$ cat src/rtl/sdram_pkg.sv
// Shared definitions for the SDRAM write-side feeder: drain FSM encoding and
// burst/frame geometry defaults.
package sdram_pkg;

    localparam int unsigned BURST_LENGTH = 8;
    localparam int unsigned FRAME_WORDS  = 307200;

    typedef enum logic [2:0] {
        IDLE,
        REQ,
        WAIT_WR,
        DATA,
        DONE
    } drain_state_t;

endpackage

$ cat src/rtl/byte_packer.sv
// Packs consecutive accepted bytes into little-endian 16-bit words:
// the first byte of a pair becomes the low byte.
module byte_packer (
    input  logic        clk,
    input  logic        rst,
    input  logic [7:0]  data,
    input  logic        accept,
    output logic [15:0] word,
    output logic        word_valid
);

    logic       phase;
    logic [7:0] low;

    assign word       = {data, low};
    assign word_valid = accept && phase;

    always_ff @(posedge clk) begin
        if (rst) begin
            phase <= 1'b0;
            low   <= '0;
        end else if (accept) begin
            if (!phase) begin
                low <= data;
            end
            phase <= ~phase;
        end
    end

endmodule

$ cat src/rtl/sdram_write_buffer.sv
// Byte-stream to SDRAM burst-write feeder: packs bytes into words, fills a
// two-bank ping-pong buffer and drains each full bank as one burst request.
module sdram_write_buffer
    import sdram_pkg::*;
#(
    parameter int unsigned WordLength   = 16,
    parameter int unsigned AddressWidth = 24,
    parameter int unsigned BurstLength  = BURST_LENGTH,
    parameter int unsigned FrameWords   = FRAME_WORDS
) (
    input  logic                    CLK,
    input  logic                    RST,
    input  logic                    i_frame_start,
    input  logic [7:0]              i_byte,
    input  logic                    i_byte_valid,
    output logic                    o_ready,
    output logic                    o_overflow,
    output logic                    ctrl_enable,
    output logic                    ctrl_rw,
    output logic [AddressWidth-1:0] ctrl_addr,
    output logic [WordLength-1:0]   ctrl_data,
    input  logic                    ctrl_valid_wr,
    input  logic                    ctrl_busy
);

    localparam int unsigned IdxWidth = (BurstLength > 1) ? $clog2(BurstLength) : 1;
    localparam logic [IdxWidth-1:0] LastIdx = IdxWidth'(BurstLength - 1);

    drain_state_t state;

    logic [1:0]              full;
    logic [1:0]              full_next;
    logic                    fill_bank;
    logic                    drain_bank;
    logic                    restart_pending;
    logic [IdxWidth-1:0]     fill_idx;
    logic [IdxWidth-1:0]     drain_idx;
    logic [WordLength-1:0]   buffer [2][BurstLength];
    logic [15:0]             packed_word;
    logic                    word_valid;
    logic                    accept;
    logic [AddressWidth-1:0] next_addr;

    // With the invariant that filling always moves on once a bank is full,
    // the fill bank being full means both banks are full.
    assign accept  = i_byte_valid && !full[fill_bank] && !i_frame_start;
    assign o_ready = !(&full);
    assign ctrl_rw = 1'b0;

    assign ctrl_data = buffer[drain_bank][drain_idx];
    assign next_addr = (ctrl_addr == AddressWidth'(FrameWords - BurstLength)) ? '0
                     : ctrl_addr + AddressWidth'(BurstLength);

    byte_packer u_packer (
        .clk        (CLK),
        .rst        (RST || i_frame_start),
        .data       (i_byte),
        .accept     (accept),
        .word       (packed_word),
        .word_valid (word_valid)
    );

    always_ff @(posedge CLK) begin
        if (word_valid) begin
            buffer[fill_bank][fill_idx] <= WordLength'(packed_word);
        end
    end

    // A restart during a burst leaves the draining bank marked full until DONE,
    // so the fill side cannot overwrite words the controller still has to read.
    always_comb begin
        full_next = full;
        if (state == DONE && !ctrl_busy) begin
            full_next[drain_bank] = 1'b0;
        end
        if (i_frame_start) begin
            if (state == IDLE) begin
                full_next = '0;
            end else begin
                full_next[~drain_bank] = 1'b0;
            end
        end else if (word_valid && fill_idx == LastIdx) begin
            full_next[fill_bank] = 1'b1;
        end
    end

    always_ff @(posedge CLK) begin
        if (RST) begin
            full       <= '0;
            fill_bank  <= 1'b0;
            fill_idx   <= '0;
            o_overflow <= 1'b0;
        end else begin
            full <= full_next;
            if (i_frame_start) begin
                fill_idx   <= '0;
                fill_bank  <= (state == IDLE) ? drain_bank : ~drain_bank;
                o_overflow <= 1'b0;
            end else begin
                if (i_byte_valid && full[fill_bank]) begin
                    o_overflow <= 1'b1;
                end
                if (word_valid) begin
                    fill_idx <= fill_idx + IdxWidth'(1);
                    if (fill_idx == LastIdx) begin
                        fill_bank <= ~fill_bank;
                    end
                end
            end
        end
    end

    always_ff @(posedge CLK) begin
        if (RST) begin
            state           <= IDLE;
            ctrl_enable     <= 1'b0;
            ctrl_addr       <= '0;
            drain_bank      <= 1'b0;
            drain_idx       <= '0;
            restart_pending <= 1'b0;
        end else begin
            ctrl_enable <= 1'b0;
            if (i_frame_start && state != IDLE) begin
                restart_pending <= 1'b1;
            end
            case (state)
                IDLE: begin
                    if (i_frame_start) begin
                        ctrl_addr <= '0;
                    end else if (full[drain_bank] && !ctrl_busy) begin
                        state       <= REQ;
                        ctrl_enable <= 1'b1;
                    end
                end
                REQ: begin
                    state <= WAIT_WR;
                end
                WAIT_WR, DATA: begin
                    if (ctrl_valid_wr) begin
                        if (drain_idx == LastIdx) begin
                            state <= DONE;
                        end else begin
                            drain_idx <= drain_idx + IdxWidth'(1);
                            state     <= DATA;
                        end
                    end
                end
                DONE: begin
                    if (!ctrl_busy) begin
                        drain_idx       <= '0;
                        drain_bank      <= ~drain_bank;
                        ctrl_addr       <= (restart_pending || i_frame_start) ? '0 : next_addr;
                        restart_pending <= 1'b0;
                        state           <= IDLE;
                    end
                end
                default: begin
                    state <= IDLE;
                end
            endcase
        end
    end

endmodule

$ cat config.mk
export PLATFORM = sky130hd
export DESIGN_NAME = sdram_write_buffer
export DESIGN_NICKNAME = d
export VERILOG_FILES = /design/src/rtl/sdram_pkg.sv /design/src/rtl/byte_packer.sv /design/src/rtl/sdram_write_buffer.sv
export SDC_FILE = /design/constraint.sdc
export NUM_CORES = 1
export LEC_CHECK = 0
export BUFFER_PORTS_ARGS = -buffer_cell sky130_fd_sc_hd__buf_2
export CAP_MARGIN = 5
export CELL_PAD_IN_SITES_DETAIL_PLACEMENT = 0
export CELL_PAD_IN_SITES_GLOBAL_PLACEMENT = 1
export CORE_MARGIN = 2
export CORE_UTILIZATION = 55
export CTS_CLUSTER_SIZE = 25
export DETAILED_ROUTE_END_ITERATION = 6
export PLACE_DENSITY = 0.85
export SKIP_LAST_GASP = 1
export SLEW_MARGIN = 10
export SYNTH_ARGS = -nofsm -noshare
export SYNTH_HDL_FRONTEND = slang
export SYNTH_HIERARCHICAL = 1
export SYNTH_SLANG_ARGS = --single-unit
$ cat constraint.sdc
create_clock -name CLK -period 11.5 [get_ports CLK]
set_input_delay 2.3 -clock CLK [delete_from_list [all_inputs] [get_ports CLK]]
set_output_delay 2.3 -clock CLK [all_outputs]
set_load 0.02 [all_outputs]
**Yosys cells after proc, flatten, opt, wreduce, memory -nomap -nowiden**

Memories as Yosys holds them, arrays and structs flattened. A register that Yosys moved wholly into a read port is not among the register bits.
Cells that the tools add are included.

- Bits in registers: 49
- Memory bits (writable): 256
- Bits of input ports: 14
- Output and inout port bits: 44
- Word-level logic and storage cells: 129
- Memories: 1

Memories:

| name | words | bits a word | rd ports | clocked after Yosys merged registers in | write ports | RTL line | source |
|---|---|---|---|---|---|---|---|
| buffer | 2 | 128 | 1 | 1 | 1 | sdram_write_buffer.sv:38 | `logic [WordLength-1:0] buffer [2][BurstLength];` |

- Add/subtract/negate cells: 3
- Order comparisons: 9
- Eq/ne operators: 13
- Muxes and demuxes: 45
- Bitwise logic cells: 12
- Reduce and logical (&&, ||, !) cells: 34

Operators by type and width:

| operator | number |
|---|---|
| 128-bit two-way mux | 1 |
| 24-bit two-way mux | 4 |
| 16-bit binary-select mux with 3-bit select | 1 |
| 16-bit demux with 3-bit select | 1 |
| 16-bit two-way mux | 3 |
| 24-bit case mux with 2 select lines | 1 |
| 24-bit by 4-bit adder with 24-bit output, second input constant | 1 |
| 24-bit by 19-bit == test with 1-bit output, second input constant | 1 |
| 3-bit two-way mux | 7 |
| 1-bit two-way mux | 18 |
| 1-bit logical AND | 12 |
| 3-bit case mux with 4 select lines | 1 |
| 2-bit != test, second input constant | 5 |
| 3-bit == test, second input constant | 3 |
| 4-bit >= comparator, second input constant | 2 |
| 2-bit two-way mux | 4 |
| 3-bit inverter with 4-bit output | 2 |
| 2-bit AND reduction | 4 |
| 4-bit AND reduction | 2 |
| 2-bit nonzero test | 4 |
| 3-bit by 1-bit adder with 3-bit output, second input constant | 2 |
| 3-bit by 2-bit == test with 1-bit output, second input constant | 2 |
| 1-bit by 2-bit less-than comparator with 1-bit output, second input constant | 3 |
| 3-bit case mux with 2 select lines | 1 |
| other kinds (16) | 31 |

**Longest topological paths before layout**

Gate-level depths: netlist of the first run.

- Depth after elaboration: 10
- Mapped depth: 10
- Gate-level depth less buffers: 8

**Hierarchy**

The synthesis of the first run kept the hierarchy.

Modules (own cells, without submodules):

| module | instances | cells each | area each (µm²) |
|---|---|---|---|
| sdram_write_buffer | 1 | 626 | 11697.5 |
| byte_packer | 1 | 48 | 504.2 |

**Worst setup path after synthesis of the first run**

No wires, ideal clock.

- Kind: input-to-reg
- Start point: input port i_frame_start
- End point: memory buffer[0][112] (netlist name) (enable)
- Setup time: 409 ps
- Arrival time: 4956 ps
- Data required time: 11091 ps
- Setup slack: 6135 ps
- Cell stages on the path: 7
- Path through: clkbuf_1 nor3b_1 buf_4 and2_2 clkbuf_1 or3b_2 nor3_1

- Cells in the longest elaborated chain, start to end: 5

Ends and longest elaborated chain:

| item | RTL line | source |
|---|---|---|
| start: declaration | sdram_write_buffer.sv:13 | `input logic i_frame_start,` |
| 1-bit logical NOT | sdram_write_buffer.sv:46 | `assign accept = i_byte_valid && !full[fill_bank] && !i_frame_start;` |
| 1-bit logical AND | sdram_write_buffer.sv:46 |  |
| named net accept | sdram_write_buffer.sv:41 | `logic accept;` |
| 1-bit logical AND | byte_packer.sv:16 | `assign word_valid = accept && phase;` |
| named net word_valid | sdram_write_buffer.sv:40 | `logic word_valid;` |
| 1-bit two-way mux | sdram_write_buffer.sv:64 | `if (word_valid) begin` |
| 128-bit two-way mux (not written as such) | sdram_write_buffer.sv:65 | `buffer[fill_bank][fill_idx] <= WordLength'(packed_word);` |
| end: declaration | sdram_write_buffer.sv:38 |  |

The timed path passes the listed nets, and every way through them passes these cells.

==> results.toml, run 1 <==
[timing]
finalMaxSlewViolations = 0
max_freq_ghz = 0.180
setup_tns_ps = 0
finalCriticalPeriod_ps = 5560
setup_viol = 0
worst_pin_slew_ps = 1300
min_period_over_period = 0.484
hold_slack_ps = 482
hold_viol = 0
relSlewSlack = 0.135
finClkSkew_ps = 15.6
rsz0062_at_grt = "no"

[route]
ant_nets = 0
dr_total_vias = 6528
drc = 0
drt_first_pass_iters = 5
vias_per_cell = 6.36
wl_um = 26000
post_drt_wl_per_cell_um = 25.3
dr.first_iter.drc_count = 612

[floorplan]
die_w_um = 153
die_h_um = 153
start_util = 0.559
row_count = 54
die-area_um2 = 23400
io-pin-count = 58
fp.coreArea_um2 = 21800

[synth]
synth-async-reset-ratio = 0
ys_types = 53
synth_warnings = 6
synthFlopType = "edfxtp_1"
synth-edff-count = 256
syn-cell-area_um2 = 12200
synth_top_cell_area_share = 0.630
synth_common_cells = "edfxtp_1, mux4_2, dfxtp_1"
synth_most_common_cell = "edfxtp_1"
ys_seq_area_frac = 0.707
synthCells = 674
yosys-top-cells-area = "edfxtp_1, mux4_2, dfxtp_1, nor2_1, a21oi_1"
synth_area_leader_cell = "edfxtp_1"
syn_area_per_cell_um2 = 18.1
ys_ff_latch = 303

[finish]
diodes = 0
final_area_um2 = 13600
fin_cells = 1027
fin_util = 0.625
syn2layout_area_growth_pct = 11.8
drive_above_1_share = 0.307
layout.nets = 742

[grt]
overflow = 0
track_usage = 0.224
grt_max_degree = 59
grt_pass1_wl_um = 39900
grt_antenna_before_repair = 0
grt_pass1_vias = 6636

[place]
portBuffers = 53
placed_cells = 971
globalplace.congestion = 0.810
place_area_um2 = 12700
dp_hpwl_um = 15500

[cts]
cts_sinks = 303
cts_setup_buffers = 0
clock_latency_ps = 560
hold_buffers = 0
clockBufferDepth = 3
clkSlewWorstSetupHoldPaths_ps = 60
cts_root_buf = "clkbuf_16"
cts_tree = "done"
cts_buffers = 30
h-tree-depth = 1
post_cts_resized = 0

[worst_hold_path]
hp-class = "register to register"

[critical_path]
crit_path_max_incr_delay_ps = 800
crit_path_frequent_cell = "mux4_2"
critPathRequiredTime_ps = 9200
crit_path_start_kind = "register"
crit_type = "register to output port"
crit_buf_inv = 2
crit_slowest_cell = "dfxtp_4"
worstSetupEndpointType = "output port"
critPathArrivalTime_ps = 3260
path_max_fanout = 34
path_cells = "buf_4 -> mux4_2 -> mux4_2 -> buf_2"
crit_family = "multiplexers"
r2r_slack_ps = 7830

[pwr]
power.density_nw_per_um2 = 157
p_leak_nw = 4.20
peakVddDrop_uv = 131

[status]
status = "finished, final reports clean"

[run]
maxCapViolCount = 0
layout make-up:
class,instances,area [µm²]
inverters,6,22.5
flip-flops and latches,303,8630
clock inverters,21,161
well taps,280,350
multi-input cells,320,3350
repair buffers,62,333
clock buffers,35,790
fillers,1473,8180
worst reg2reg max path, delay by kind of cell (launching register included):
kind          cells  cell delay, ps
flops             1             640
mux               1             420
simple gates      4            1980
buf+inv           1             250
cells in the final DEF, fill, tap and decap left out, types with 6 or more instances in the layout:
master,n
nand3_1,15
buf_4,9
nand3b_1,8
o21ai_2,8
nor2_1,29
inv_1,6
nor2_2,11
clkbuf_16,30
nand2b_1,11
nor3_1,6
or3_1,7
nand2_1,25
buf_2,53
edfxtp_1,256
a31oi_1,12
o21ai_0,11
dfxtp_1,45
nand4bb_1,8
a21oi_1,21
mux4_2,80
clkinv_2,7
path summary, 6_finish.rpt:
path                                  from            end  cells after the start
worst min-delay path            o_overflow     o_overflow                      2
worst min register to register  o_overflow     o_overflow                      2
worst max register to register   fill_bank  buffer[0][85]                      6
worst max-delay path              register   ctrl_data[2]                      4
state kept, by name, summed over array words and instances (netlist names), 2 cells and up, named ones only:
register,count
state,3
ctrl_addr,21
full,2
drain_idx,3
fill_idx,3
u_packer/low,8
buffer,256
kinds of logic (layout without fill, tap and decap cells):
kind of cell	count (synthesis)	after routing	synth area share
mux	86	86	0.153
buf+inv	54	124	0.0237
fa+ha+maj	5	5	0.00513
other cells	1	4	0.000307
compound gates	66	66	0.0355
flops	303	303	0.707
xor+xnor	4	4	0.00287
simple gates	155	155	0.0727
report_power, final:
part / internal, mW / switching, mW / leakage [nW]
registers: 1.19 / 0.00357 / 2.68
clock network: 0.518 / 0.411 / 0.460
logic: 0.00713 / 0.0196 / 1.06
total: 1.71 / 0.434 / 4.20
metrics by stage:
stage               power [mW]  worst slack, ps
finish                    2.14             5940
global route              2.21             5700
CTS                       2.16             5820
detailed placement        1.24             6390
global placement          1.24             6450
floorplan                 1.23             6140
routing by layer:
metal,wire length [µm],track usage,up-vias,part of all wire
li1,-,-,2811,-
met5,0,0,-,0
met1,10900,0.329,3378,0.42
met3,1840,0.0289,39,0.071
met4,484,0.0520,0,0.019
met2,12800,0.368,300,0.49
Note: power is estimated with default switching activity, not from simulation.
==> run 2: changes to the inputs <==
--- a/config.mk
+++ b/config.mk
@@ -10,10 +10,10 @@
 export CELL_PAD_IN_SITES_DETAIL_PLACEMENT = 0
 export CELL_PAD_IN_SITES_GLOBAL_PLACEMENT = 1
 export CORE_MARGIN = 2
-export CORE_UTILIZATION = 55
+export CORE_UTILIZATION = 53
 export CTS_CLUSTER_SIZE = 25
 export DETAILED_ROUTE_END_ITERATION = 6
-export PLACE_DENSITY = 0.85
+export PLACE_DENSITY = 0.82
 export SKIP_LAST_GASP = 1
 export SLEW_MARGIN = 10
 export SYNTH_ARGS = -nofsm -noshare
==> constraint.sdc (replaced) <==
create_clock -name CLK -period 5.3 [get_ports CLK]
set_input_delay 1.06 -clock CLK [delete_from_list [all_inputs] [get_ports CLK]]
set_output_delay 1.06 -clock CLK [all_outputs]
set_load 0.02 [all_outputs]
==> results.toml, run 2 (synthesis results as in run 1) <==
[status]
status = "finished, final reports clean"

[place]
placed_cells = 990
portBuffers = 53
globalplace.congestion = 0.802
dp_hpwl_um = 15300

[cts]
hold_buffers = 0
cts_buffers = 30
clock_latency_ps = 560
cts_setup_buffers = 0
cts_tree = "done"
clkSlewWorstSetupHoldPaths_ps = 60
h-tree-depth = 1
cts_root_buf = "clkbuf_16"
post_cts_resized = 0
cts_sinks = 303
clockBufferDepth = 3

[route]
drc = 0
ant_nets = 0
dr.first_iter.drc_count = 572
vias_per_cell = 6.17
wl_um = 25700
post_drt_wl_per_cell_um = 24.6
dr_total_vias = 6457
drt_first_pass_iters = 7

[timing]
relSlewSlack = 0.221
setup_viol = 0
min_period_over_period = 0.773
finClkSkew_ps = 26.4
hold_viol = 0
hold_slack_ps = 469
finalMaxSlewViolations = 0
finalCriticalPeriod_ps = 4090
setup_tns_ps = 0
max_freq_ghz = 0.244
rsz0062_at_grt = "no"
worst_pin_slew_ps = 1170

[critical_path]
r2r_slack_ps = 1880
r2r_start = "fill_bank"
path_max_fanout = 35
critPathRequiredTime_ps = 4240
crit_type = "register to output port"
critPathArrivalTime_ps = 3030
crit_path_start_kind = "register"
reg2reg_depth = 7
worstSetupEndpointType = "output port"
r2r_end = "buffer[1][87]"

[pwr]
power.density_nw_per_um2 = 341
p_leak_nw = 4.26
peakVddDrop_uv = 275

[grt]
track_usage = 0.216
grt_pass1_vias = 6455
grt_max_degree = 36
grt_pass1_wl_um = 39100
overflow = 0
grt_antenna_before_repair = 1

[floorplan]
start_util = 0.539
io-pin-count = 58
die-area_um2 = 24300
fp.coreArea_um2 = 22600
die_w_um = 156
die_h_um = 156
row_count = 55

[finish]
biggestRegsByFlops = "buffer (256), ctrl_addr (21), u_packer/low (8)"
largest_reg_flops = 256
syn2layout_area_growth_pct = 12.7
layout.nets = 756
layout_common_cells = "edfxtp_1, mux4_2, buf_2"
drive_above_1_share = 0.300
largest-register = "buffer"
fin_cells = 1046
fin_util = 0.607
layout_commonest_cell = "edfxtp_1"

[worst_hold_path]
hp-class = "register to register"
hold_path_end = "drain_idx[2]"
worstHoldStart = "drain_idx[2]"
hold_depth = 2

[run]
maxCapViolCount = 0
run 2: area by class of cell:
type | count | area, µm²
repair buffers | 76 | 438
flip-flops and latches | 303 | 8630
diodes | 1 | 2.50
well taps | 285 | 357
multi-input cells | 320 | 3330
inverters | 6 | 22.5
clock buffers | 34 | 766
fillers | 1576 | 8890
clock inverters | 21 | 201
run 2: power breakdown:
group | switching, mW | leakage, nW | total [mW] | internal [mW]
Combinational | 0.0401 | 1.14 | 0.0556 | 0.0155
Sequential | 0.00745 | 2.66 | 2.58 | 2.57
Clock | 0.869 | 0.462 | 2.05 | 1.18
run 2: worst max-delay path by stage:
stage,to,depth (start not counted)
floorplan,buffer[0][112],7
global placement,ctrl_data[14],4
detailed placement,buffer[1][89],7
CTS,ctrl_data[14],4
global route,ctrl_data[10],4
finish,ctrl_data[14],4
run 2: critical path, cell delays in order (launching register included):
cell	delay [ps]
dfxtp_4	820
buf_4	430
mux4_2	540
mux4_2	510
buf_2	180
run 2: per-stage QoR:
stage          setup slack [ps]  instance area [µm²]  total power, mW
2_1_floorplan              1180                12200             2.67
3_3_place_gp               1730                12800             2.68
3_5_place_dp               1700                12800             2.69
4_1_cts                    1120                13700             4.71
5_1_grt                    1030                13700             4.81
6_report                   1210                13700             4.69
run 2: per-layer routing:
layer | track usage | routed length [µm]
met5 | 0 | 0
met4 | 0.0555 | 605
met3 | 0.0325 | 1620
met2 | 0.366 | 13000
met1 | 0.299 | 10600
